`src/rtl/mem_port_arbiter.sv`:
```
// Arbitrates the single-port unified memory between instruction fetch and data access.
// Data wins ties; after STARVE_MAX consecutive contested data grants, fetch is forced through.
module mem_port_arbiter #(
  parameter int ADDR_W     = 13,
  parameter int DATA_W     = 8,
  parameter int MEM_LAT    = 1,
  parameter int STARVE_MAX = 2
) (
  input  logic              clk,
  input  logic              rst,
  input  logic              if_req,
  input  logic [ADDR_W-1:0] if_addr,
  output logic              if_done,
  output logic [DATA_W-1:0] if_rdata,
  input  logic              dm_req,
  input  logic              dm_we,
  input  logic [ADDR_W-1:0] dm_addr,
  input  logic [DATA_W-1:0] dm_wdata,
  output logic              dm_done,
  output logic [DATA_W-1:0] dm_rdata,
  output logic [ADDR_W-1:0] mem_addr,
  output logic [DATA_W-1:0] mem_wdata,
  output logic              mem_read,
  output logic              mem_write,
  input  logic [DATA_W-1:0] mem_rdata,
  output logic              busy,
  output logic              owner
);

  typedef enum logic [1:0] {
    S_IDLE   = 2'd0,
    S_ACCESS = 2'd1,
    S_DONE   = 2'd2
  } state_e;

  localparam logic [3:0] WAIT_INIT  = 4'(MEM_LAT - 1);
  localparam logic [3:0] STARVE_LIM = 4'(STARVE_MAX);
  localparam logic       OWN_IF     = 1'b0;
  localparam logic       OWN_DM     = 1'b1;

  state_e              state_q, state_d;
  logic                owner_q, owner_d;
  logic                we_q, we_d;
  logic [ADDR_W-1:0]   addr_q, addr_d;
  logic [DATA_W-1:0]   wdata_q, wdata_d;
  logic [3:0]          wait_q, wait_d;
  logic [3:0]          starve_q, starve_d;
  logic [DATA_W-1:0]   if_rdata_q, if_rdata_d;
  logic [DATA_W-1:0]   dm_rdata_q, dm_rdata_d;
  logic                grant_dm_s;

  // State and grant registers; reset aborts any transaction in flight.
  always_ff @(posedge clk or posedge rst) begin
    if (rst) begin
      state_q    <= S_IDLE;
      owner_q    <= 1'b0;
      we_q       <= 1'b0;
      addr_q     <= {ADDR_W{1'b0}};
      wdata_q    <= {DATA_W{1'b0}};
      wait_q     <= 4'd0;
      starve_q   <= 4'd0;
      if_rdata_q <= {DATA_W{1'b0}};
      dm_rdata_q <= {DATA_W{1'b0}};
    end else begin
      state_q    <= state_d;
      owner_q    <= owner_d;
      we_q       <= we_d;
      addr_q     <= addr_d;
      wdata_q    <= wdata_d;
      wait_q     <= wait_d;
      starve_q   <= starve_d;
      if_rdata_q <= if_rdata_d;
      dm_rdata_q <= dm_rdata_d;
    end
  end

  // Next-state, grant selection and read-data capture.
  always_comb begin
    state_d    = state_q;
    owner_d    = owner_q;
    we_d       = we_q;
    addr_d     = addr_q;
    wdata_d    = wdata_q;
    wait_d     = wait_q;
    starve_d   = starve_q;
    if_rdata_d = if_rdata_q;
    dm_rdata_d = dm_rdata_q;
    grant_dm_s = 1'b0;
    case (state_q)
      S_IDLE: begin
        if (if_req || dm_req) begin
          grant_dm_s = dm_req && !(if_req && (starve_q == STARVE_LIM));
          owner_d    = grant_dm_s;
          addr_d     = grant_dm_s ? dm_addr : if_addr;
          we_d       = grant_dm_s && dm_we;
          wdata_d    = grant_dm_s ? dm_wdata : {DATA_W{1'b0}};
          wait_d     = WAIT_INIT;
          state_d    = S_ACCESS;
          // Only a data grant that beats a waiting fetch counts toward starvation.
          if (grant_dm_s && if_req) begin
            starve_d = (starve_q == 4'd15) ? starve_q : starve_q + 4'd1;
          end else begin
            starve_d = 4'd0;
          end
        end else begin
          state_d = S_IDLE;
        end
      end
      S_ACCESS: begin
        if (wait_q == 4'd0) begin
          if (owner_q == OWN_IF) begin
            if_rdata_d = mem_rdata;
          end else if (!we_q) begin
            dm_rdata_d = mem_rdata;
          end else begin
            dm_rdata_d = dm_rdata_q;
          end
          state_d = S_DONE;
        end else begin
          wait_d = wait_q - 4'd1;
        end
      end
      S_DONE: begin
        state_d = S_IDLE;
      end
      default: begin
        state_d = S_IDLE;
      end
    endcase
  end

  // Memory strobes and handshake outputs decoded from registered state only.
  always_comb begin
    busy      = 1'b0;
    owner     = 1'b0;
    mem_addr  = {ADDR_W{1'b0}};
    mem_wdata = {DATA_W{1'b0}};
    mem_read  = 1'b0;
    mem_write = 1'b0;
    if_done   = 1'b0;
    dm_done   = 1'b0;
    case (state_q)
      S_ACCESS: begin
        busy      = 1'b1;
        owner     = owner_q;
        mem_addr  = addr_q;
        mem_wdata = wdata_q;
        mem_read  = (owner_q == OWN_IF) || !we_q;
        mem_write = (owner_q == OWN_DM) && we_q;
      end
      S_DONE: begin
        busy    = 1'b1;
        owner   = owner_q;
        if_done = (owner_q == OWN_IF);
        dm_done = (owner_q == OWN_DM);
      end
      default: begin
        busy = 1'b0;
      end
    endcase
  end

  assign if_rdata = if_rdata_q;
  assign dm_rdata = dm_rdata_q;

endmodule

```
`config.mk`:
```
export PLATFORM = sky130hd
export DESIGN_NAME = mem_port_arbiter
export DESIGN_NICKNAME = d
export VERILOG_FILES = /design/src/rtl/mem_port_arbiter.sv
export SDC_FILE = /design/constraint.sdc
export NUM_CORES = 1
export LEC_CHECK = 0
export ABC_CLOCK_PERIOD_IN_PS = 2970
export CAP_MARGIN = 10
export CORE_UTILIZATION = 30
export CTS_BUF_LIST = sky130_fd_sc_hd__clkbuf_8 sky130_fd_sc_hd__clkbuf_16
export DETAILED_ROUTE_END_ITERATION = 7
export SETUP_SLACK_MARGIN = 0.05
export SLEW_MARGIN = 10
export SYNTH_ARGS = -nofsm -noshare
export SYNTH_HDL_FRONTEND = slang
export SYNTH_SLANG_ARGS = --single-unit
export TNS_END_PERCENT = 20
```
`constraint.sdc`:
```
create_clock -name clk -period 2.97 [get_ports clk]
set_input_delay 0.4455 -clock clk [delete_from_list [all_inputs] [get_ports clk]]
set_output_delay 0.4455 -clock clk [all_outputs]
set_load 0.01 [all_outputs]
```
==> impl_metrics.yaml, run 1 <==
power_and_ir_drop:
  pwr-share-seq: 0.355
  powerDensity_nw_per_um2: 920
  ir_worst_vdd_mv: 0.358
  p_int_mw: 2.05
  clockPowerShare: 0.126
  p_sw_frac: 0.361
  p_sw_mw: 1.15
  combinationalPowerShare: 0.519
  total_leakage_power_nw: 1.46
detailed_routing:
  drc: 0
  via_per_inst: 4.69
  drt_iter0_markers: 89
  vias: 1990
  antenna_left: 0
  drt_wl_total_um: 5900
  wl_per_cell_um: 13.9
  drtPass1Iterations: 4
worst_setup_path:
  path_class: "register to output pin"
  cp.required_ns: 2.52
  critPathLaunch: "state_q[1]"
  critPathLaunchType: "register"
  crit_arrival_ns: 2.20
  rrSetupSlack_ns: 0.98
  critical_path_peak_fanout: 19
  reg2reg_from: "wait_q[0]"
  worst_setup_path_end_kind: "output pin"
final_layout:
  stdcell_count: 424
  drive_above_1_share: 0.118
  diodes: 0
  synthToLayoutAreaGrowth_pct: 47.2
  num-fill-cells: 741
  fin_nets: 374
synth:
  yosysTopAreaCellShare: 0.519
  synth-edff-count: 0
  synth-seq-area-share: 0.519
  synth_top_flop_cell: "dfrtp_1"
  yosysMostFrequentCell: "dfrtp_1"
  netlist_instances: 229
  yosysWarnings: 0
  synth_fp_nets: 282
  yosys-top-cells-area: "dfrtp_1, mux2_2, a21oi_1"
  syn_avg_cell_area_um2: 10.3
  synth_area_um2: 2360
  post-synth-top-area-cell: "dfrtp_1"
  synthArstFlopShare: 1.00
  synth_cell_types: 35
  ys_seq_elements: 49
  synth_commonest_cells: "dfrtp_1, a21oi_1, and2_1"
timing:
  relSlewSlack: 0.510
  finalMaxSlewViolations: 0
  final_hold_viol_count: 0
  setup_viol: 0
  tns_ns: 0
  tightest_slew_ns: 0.732
  skew_ns: 0.0122
  period_needed_ns: 2.64
  finalCritPeriodShare: 0.890
  rsz0062_at_grt: "false"
  fmax_mhz: 378
  finalWorstSetupSlack_ns: 0.327
outcome:
  status: "complete, no violations"
cts:
  cts_buffer_depth: 2
  cts-hold-fix-buffers: 0
  clock-sinks: 49
  clk_pin_slew_worst_paths_ns: 0.10
  cts_setup_buffers: 0
  clkLatencyLatePin_ns: 0.31
  htree_levels: 2
  cts_resized: 0
  cts_tree: "done"
  cts-root-buf: "clkbuf_8"
  cts_buffers: 5
floorplan:
  io_pins: 90
  core_area_um2: 7690
  dieHeight_um: 90.8
  num_rows: 32
  start_util: 0.308
  die_area_um2: 8240
  die_x_um: 90.8
global_route:
  antenna_found_initial: 0
  grt_pass1_wl_um: 10100
  grt_pass1_vias: 2057
  overflow: 0
  grt_max_degree: 32
  grtUsageTotal: 0.154
hold_path:
  min-delay-start: "wdata_q[1]"
  hold_class: "register to register"
placement:
  place.gp.congestion: 0.704
  dp.cells: 416
  port_buffers: 89
  dp_slack_ns: 0.630
  hpwl_um: 4350
flow_run:
  cap_viol_max_count: 0
## registers in the layout, indices dropped and copies added, names as in the netlist
| register | count |
|---|---|
| owner_q | 1 |
| starve_q | 4 |
| if_rdata | 8 |
| we_q | 1 |
| wait_q | 4 |
| addr_q | 13 |
| wdata_q | 8 |
| state_q | 2 |
| dm_rdata | 8 |
## kinds of logic after synthesis
| kind of cell | share of synthesized area |
|---|---|
| AOI/OAI and AO/OA | 0.169 |
| muxes | 0.0762 |
| adders and majority gates | 0.0317 |
| buffers and inverters | 0.0328 |
| and+or+nand+nor | 0.172 |
| DFF | 0.519 |
## power groups by stage
stage / Combinational [mW] / Sequential [mW] / Clock, mW
CTS: 1.69 / 1.14 / 0.415
global placement: 1.66 / 1.15 / 0
detailed placement: 1.68 / 1.15 / 0
global route: 1.83 / 1.19 / 0.446
finish: 1.66 / 1.14 / 0.403
floorplan: 0.868 / 1.15 / 0
## final cells by class
class	instances	area, µm²	share of cell area
clock inverter	3	21.3	0.00611
tap	102	128	0.0367
timing repair buffer	96	943	0.271
sequential	49	1230	0.352
clock buffer	5	68.8	0.0198
inverter	8	30.0	0.00862
multi-input combinational	161	1060	0.306
## layer usage
metal	global-route usage	share of wire
met5	0	0
met4	0.0397	0.012
met3	0.0370	0.046
met2	0.254	0.48
met1	0.203	0.46
## worst paths after layout
check	depth (start not counted)	to
max in group asynchronous	3	wdata_q[0]
max	5	mem_addr[1]
min reg2reg	1	wdata_q[1]
max reg2reg	6	if_rdata[2]
min in group asynchronous	2	if_rdata[1]
min	1	wdata_q[1]
## stage by stage
step / hold WS, ns / total power [mW] / utilization / area, µm²
after floorplan: 0.464 / 2.02 / - / 2360
after global placement: 0.482 / 2.82 / 0.441 / 3390
after detailed placement: 0.485 / 2.83 / 0.441 / 3390
after CTS: 0.512 / 3.24 / 0.453 / 3480
after global routing: 0.532 / 3.46 / 0.453 / 3480
final: 0.506 / 3.20 / 0.453 / 3480
## worst max-delay path: stages, from the launching register on
cell and delay, ns:
dfrtp_1 0.41, inv_1 0.08, ha_1 0.41, buf_4 0.30, and2_1 0.16, clkdlybuf4s50_1 0.53
## cell usage in the layout, fill, tap and decap left out, types with 2 or more instances in the layout
cell and instances:
a21o_1 3, a21oi_1 33, a22o_1 11, and2_1 23, and3_1 2, buf_4 7, clkbuf_8 5, clkdlybuf4s50_1 89
dfrtp_1 49, ha_1 6, inv_1 7, mux2_2 16, nand2_1 21, nor2_1 18, o21ai_0 7
(Power assumes the default switching activity.)
==> run 2, diff against run 1 <==
--- a/config.mk
+++ b/config.mk
@@ -7,10 +7,12 @@
 export LEC_CHECK = 0
 export ABC_CLOCK_PERIOD_IN_PS = 2970
 export CAP_MARGIN = 10
-export CORE_UTILIZATION = 30
+export CORE_UTILIZATION = 40
 export CTS_BUF_LIST = sky130_fd_sc_hd__clkbuf_8 sky130_fd_sc_hd__clkbuf_16
 export DETAILED_ROUTE_END_ITERATION = 7
+export PLACE_DENSITY = 0.74
 export SETUP_SLACK_MARGIN = 0.05
+export SKIP_CTS_REPAIR_TIMING = 1
 export SLEW_MARGIN = 10
 export SYNTH_ARGS = -nofsm -noshare
 export SYNTH_HDL_FRONTEND = slang
==> impl_metrics.yaml, run 2 (synthesis results as in run 1) <==
outcome:
  status: "complete, no violations"
cts:
  cts_tree: "done"
  cts-root-buf: "clkbuf_8"
  clock-sinks: 49
  clk_pin_slew_worst_paths_ns: 0.09
  clkLatencyLatePin_ns: 0.30
  htree_levels: 2
  cts_buffers: 5
  cts_buffer_depth: 2
placement:
  dp.cells: 384
  hpwl_um: 4100
  dpl-instance-area_um2: 3340
  place.gp.congestion: 0.755
  port_buffers: 89
  dp_slack_ns: 0.646
power_and_ir_drop:
  powerDensity_nw_per_um2: 929
  ir_worst_vdd_mv: 0.475
  total_leakage_power_nw: 1.46
  finalPower_mw: 3.18
global_route:
  grt_max_degree: 50
  grtUsageTotal: 0.195
  overflow: 0
  antenna_found_initial: 0
  grt_pass1_vias: 1848
  grt_pass1_wl_um: 9270
floorplan:
  die_x_um: 78.9
  dieHeight_um: 78.9
  num_rows: 27
  die_area_um2: 6220
  core_area_um2: 5610
  start_util: 0.422
  io_pins: 90
timing:
  tightest_slew_ns: 0.704
  finalCritPeriodShare: 0.894
  holdWs_ns: 0.504
  final_hold_viol_count: 0
  fmax_mhz: 377
  setup_viol: 0
  period_needed_ns: 2.65
  finalMaxSlewViolations: 0
  relSlewSlack: 0.529
  tns_ns: 0
  finalWorstSetupSlack_ns: 0.316
  rsz0062_at_grt: "false"
  skew_ns: 0.00332
worst_setup_path:
  crit_arrival_ns: 2.21
  path_class: "register to output pin"
  rrSetupSlack_ns: 1.02
  critPathLaunchType: "register"
  cp.required_ns: 2.52
  cpMaxStageDelayCell: "clkdlybuf4s50_1"
  slowest_delay_ns: 0.54
  worst_setup_path_end_kind: "output pin"
  path_cells: "inv_1, ha_1, buf_4, and2_1, clkdlybuf4s50_1"
  critical_path_peak_fanout: 22
final_layout:
  stdcell_count: 392
  post-route-cell-area_um2: 3420
  regMostFlops: "addr_q"
  diodes: 0
  synthToLayoutAreaGrowth_pct: 44.7
  layout_commonest_cell: "clkdlybuf4s50_1"
  largest_reg_flops: 13
  final_cell_mix: "clkdlybuf4s50_1, dfrtp_1, a21oi_1"
  drive_above_1_share: 0.109
  final_util: 0.610
  fin_nets: 372
detailed_routing:
  drt_iter0_markers: 67
  antenna_left: 0
  wl_per_cell_um: 14.8
  via_per_inst: 5.13
  drtPass1Iterations: 4
  drc: 0
  drt_wl_total_um: 5810
  vias: 2011
hold_path:
  hold_class: "register to register"
flow_run:
  cap_viol_max_count: 0
-- run 2: changes by cell type in the layout (fill, tap and decap cells not counted) --
cell        change
inv_1           +1
buf_4           -2
inv_6           -1
clkinv_2        +1
clkinvlp_4      -1
-- run 2: path summary, 6_finish.rpt --
check,startpoint,to,cells past startpoint
worst max-delay path,state_q[1],mem_addr[10],5
worst min-delay path,wdata_q[4],wdata_q[4],1
worst max register to register,wait_q[0],if_rdata[6],6
worst min register to register,wdata_q[4],wdata_q[4],1
max in group asynchronous,rst,addr_q[2],3
min in group asynchronous,rst,if_rdata[2],3
-- run 2: final cells by class --
cell class / instances / area, µm²
Multi-Input combinational cell: 161 / 1060
Inverter: 8 / 30.0
Fill cell: 502 / 2190
Clock buffer: 5 / 68.8
Timing Repair Buffer: 94 / 928
Tap cell: 72 / 90.1
Clock inverter: 3 / 13.8
Sequential cell: 49 / 1230
-- run 2: power breakdown --
group	internal, mW	switching, mW
clock network	0.160	0.218
registers	0.965	0.179
logic	0.905	0.753
-- run 2: critical path: cells and delay by family, from the launching register on --
kind,cells,cell delay [ns]
flip-flops,1,0.40
buffers and inverters,3,0.95
AND/OR/NAND/NOR,1,0.18
adder cells (fa/ha/maj),1,0.37
-- run 2: per-layer routing --
layer	vias up	global-route usage	routed length, µm
met1	978	0.261	2620
met4	0	0.0745	110
met3	8	0.0425	233
li1	977	-	-
met2	48	0.310	2840
met5	-	0	0
==> run 3, diff against run 2 <==
--- a/config.mk
+++ b/config.mk
@@ -7,6 +7,7 @@
 export LEC_CHECK = 0
 export ABC_CLOCK_PERIOD_IN_PS = 2970
 export CAP_MARGIN = 10
+export CORE_ASPECT_RATIO = 0.9
 export CORE_UTILIZATION = 40
 export CTS_BUF_LIST = sky130_fd_sc_hd__clkbuf_8 sky130_fd_sc_hd__clkbuf_16
 export DETAILED_ROUTE_END_ITERATION = 7
==> impl_metrics.yaml, run 3 (synthesis results as in run 1) <==
floorplan:
  die_x_um: 83.1
  start_util: 0.415
  die_area_um2: 6220
  num_rows: 26
  core_area_um2: 5690
  io_pins: 90
  dieHeight_um: 74.9
power_and_ir_drop:
  powerDensity_nw_per_um2: 930
  ir_worst_vdd_mv: 0.524
  total_leakage_power_nw: 1.47
final_layout:
  largest_reg_flops: 13
  layout_commonest_cell: "clkdlybuf4s50_1"
  final_cell_mix: "clkdlybuf4s50_1, dfrtp_1, a21oi_1"
  drive_above_1_share: 0.118
  diodes: 0
  final_util: 0.606
  synthToLayoutAreaGrowth_pct: 45.8
  regMostFlops: "addr_q"
  post-route-cell-area_um2: 3450
  fin_nets: 374
global_route:
  grt_pass1_vias: 1941
  grt_pass1_wl_um: 9160
  grt_max_degree: 19
  grtUsageTotal: 0.185
  overflow: 0
  antenna_found_initial: 0
worst_setup_path:
  crit_arrival_ns: 2.00
  reg2reg_from: "wait_q[0]"
  critical_path_peak_fanout: 14
  worstRegToRegCells: 6
  rrSetupSlack_ns: 0.98
  critPathLaunchType: "register"
  worst_setup_path_end_kind: "output pin"
  cpMaxStageDelayCell: "clkdlybuf4s50_1"
  path_class: "register to output pin"
  cp.required_ns: 2.52
  path_cells: "inv_1, ha_1, buf_4, and2_1, clkdlybuf4s50_1"
  slowest_delay_ns: 0.54
  r2r_end: "if_rdata[0]"
detailed_routing:
  drt_wl_total_um: 5620
  drt_iter0_markers: 95
  vias: 1995
  via_per_inst: 5.09
  drc: 0
  wl_per_cell_um: 14.3
  drtPass1Iterations: 4
  antenna_left: 0
timing:
  skew_ns: 0.0112
  setup_viol: 0
  tightest_slew_ns: 0.684
  finalCritPeriodShare: 0.822
  period_needed_ns: 2.44
  holdWs_ns: 0.436
  rsz0062_at_grt: "false"
  relSlewSlack: 0.542
  fmax_mhz: 410
  tns_ns: 0
  final_hold_viol_count: 0
  finalMaxSlewViolations: 0
hold_path:
  hold_class: "input port to async pin"
placement:
  place.gp.congestion: 0.743
  hpwl_um: 4130
  dpl-instance-area_um2: 3350
  port_buffers: 89
outcome:
  status: "complete, no violations"
cts:
  clkLatencyLatePin_ns: 0.30
  cts_buffers: 5
  htree_levels: 2
  cts-root-buf: "clkbuf_8"
  cts_buffer_depth: 2
  cts_tree: "done"
  clock-sinks: 49
  clk_pin_slew_worst_paths_ns: 0.10
flow_run:
  cap_viol_max_count: 0
run 3: cell count changes in the layout (fill, tap and decap cells not counted):
| cell | previous run | this run |
|---|---|---|
| inv_1 | 8 | 7 |
| clkinv_4 | 0 | 1 |
| buf_4 | 5 | 7 |
| clkinv_2 | 2 | 1 |
| clkbuf_8 | 5 | 6 |
run 3: area by class of cell:
type,count,area (µm²)
inverters,8,30.0
flip-flops and latches,49,1230
fillers,479,2240
clock inverters,2,13.8
clock buffers,6,82.6
multi-input cells,161,1060
well taps,70,87.6
repair buffers,96,943
run 3: worst max path at each step:
stage | endpoint | slack [ns] | depth (start not counted) | startpoint
final | mem_addr[12] | 0.53 | 5 | state_q[1]
after global routing | mem_write | 0.40 | 5 | state_q[1]
after CTS | mem_write | 0.51 | 5 | state_q[1]
after detailed placement | wdata_q[5] | 0.80 | 5 | dm_req
after global placement | mem_write | 0.88 | 5 | state_q[1]
after floorplan | mem_addr[0] | 1.18 | 5 | state_q[1]
run 3: critical path, delay by kind of cell (launching register included):
family / cells / cell delay (ns)
flops: 1 / 0.40
buf+inv: 3 / 0.86
fa+ha+maj: 1 / 0.25
simple gates: 1 / 0.17
run 3: routing by layer:
metal | track usage | up-vias | share of wire
li1 | - | 974 | -
met2 | 0.300 | 63 | 0.47
met1 | 0.256 | 956 | 0.47
met4 | 0.0402 | 0 | 0.0052
met3 | 0.0450 | 2 | 0.051
met5 | 0 | - | 0
run 3: power by group:
group	switching [mW]	total, mW	internal [mW]
clock	0.220	0.410	0.189
combinational	0.751	1.67	0.915
sequential	0.168	1.13	0.965
total	1.14	3.21	2.07
run 3: per-stage QoR:
stage / worst slack (ns) / std cells / total power, mW
6_report: 0.529 / 392 / 3.21
5_1_grt: 0.403 / 392 / 3.44
4_1_cts: 0.507 / 392 / 3.24
3_5_place_dp: 0.797 / 384 / 2.81
3_3_place_gp: 0.881 / 384 / 2.78
2_1_floorplan: 1.18 / 229 / 2.02
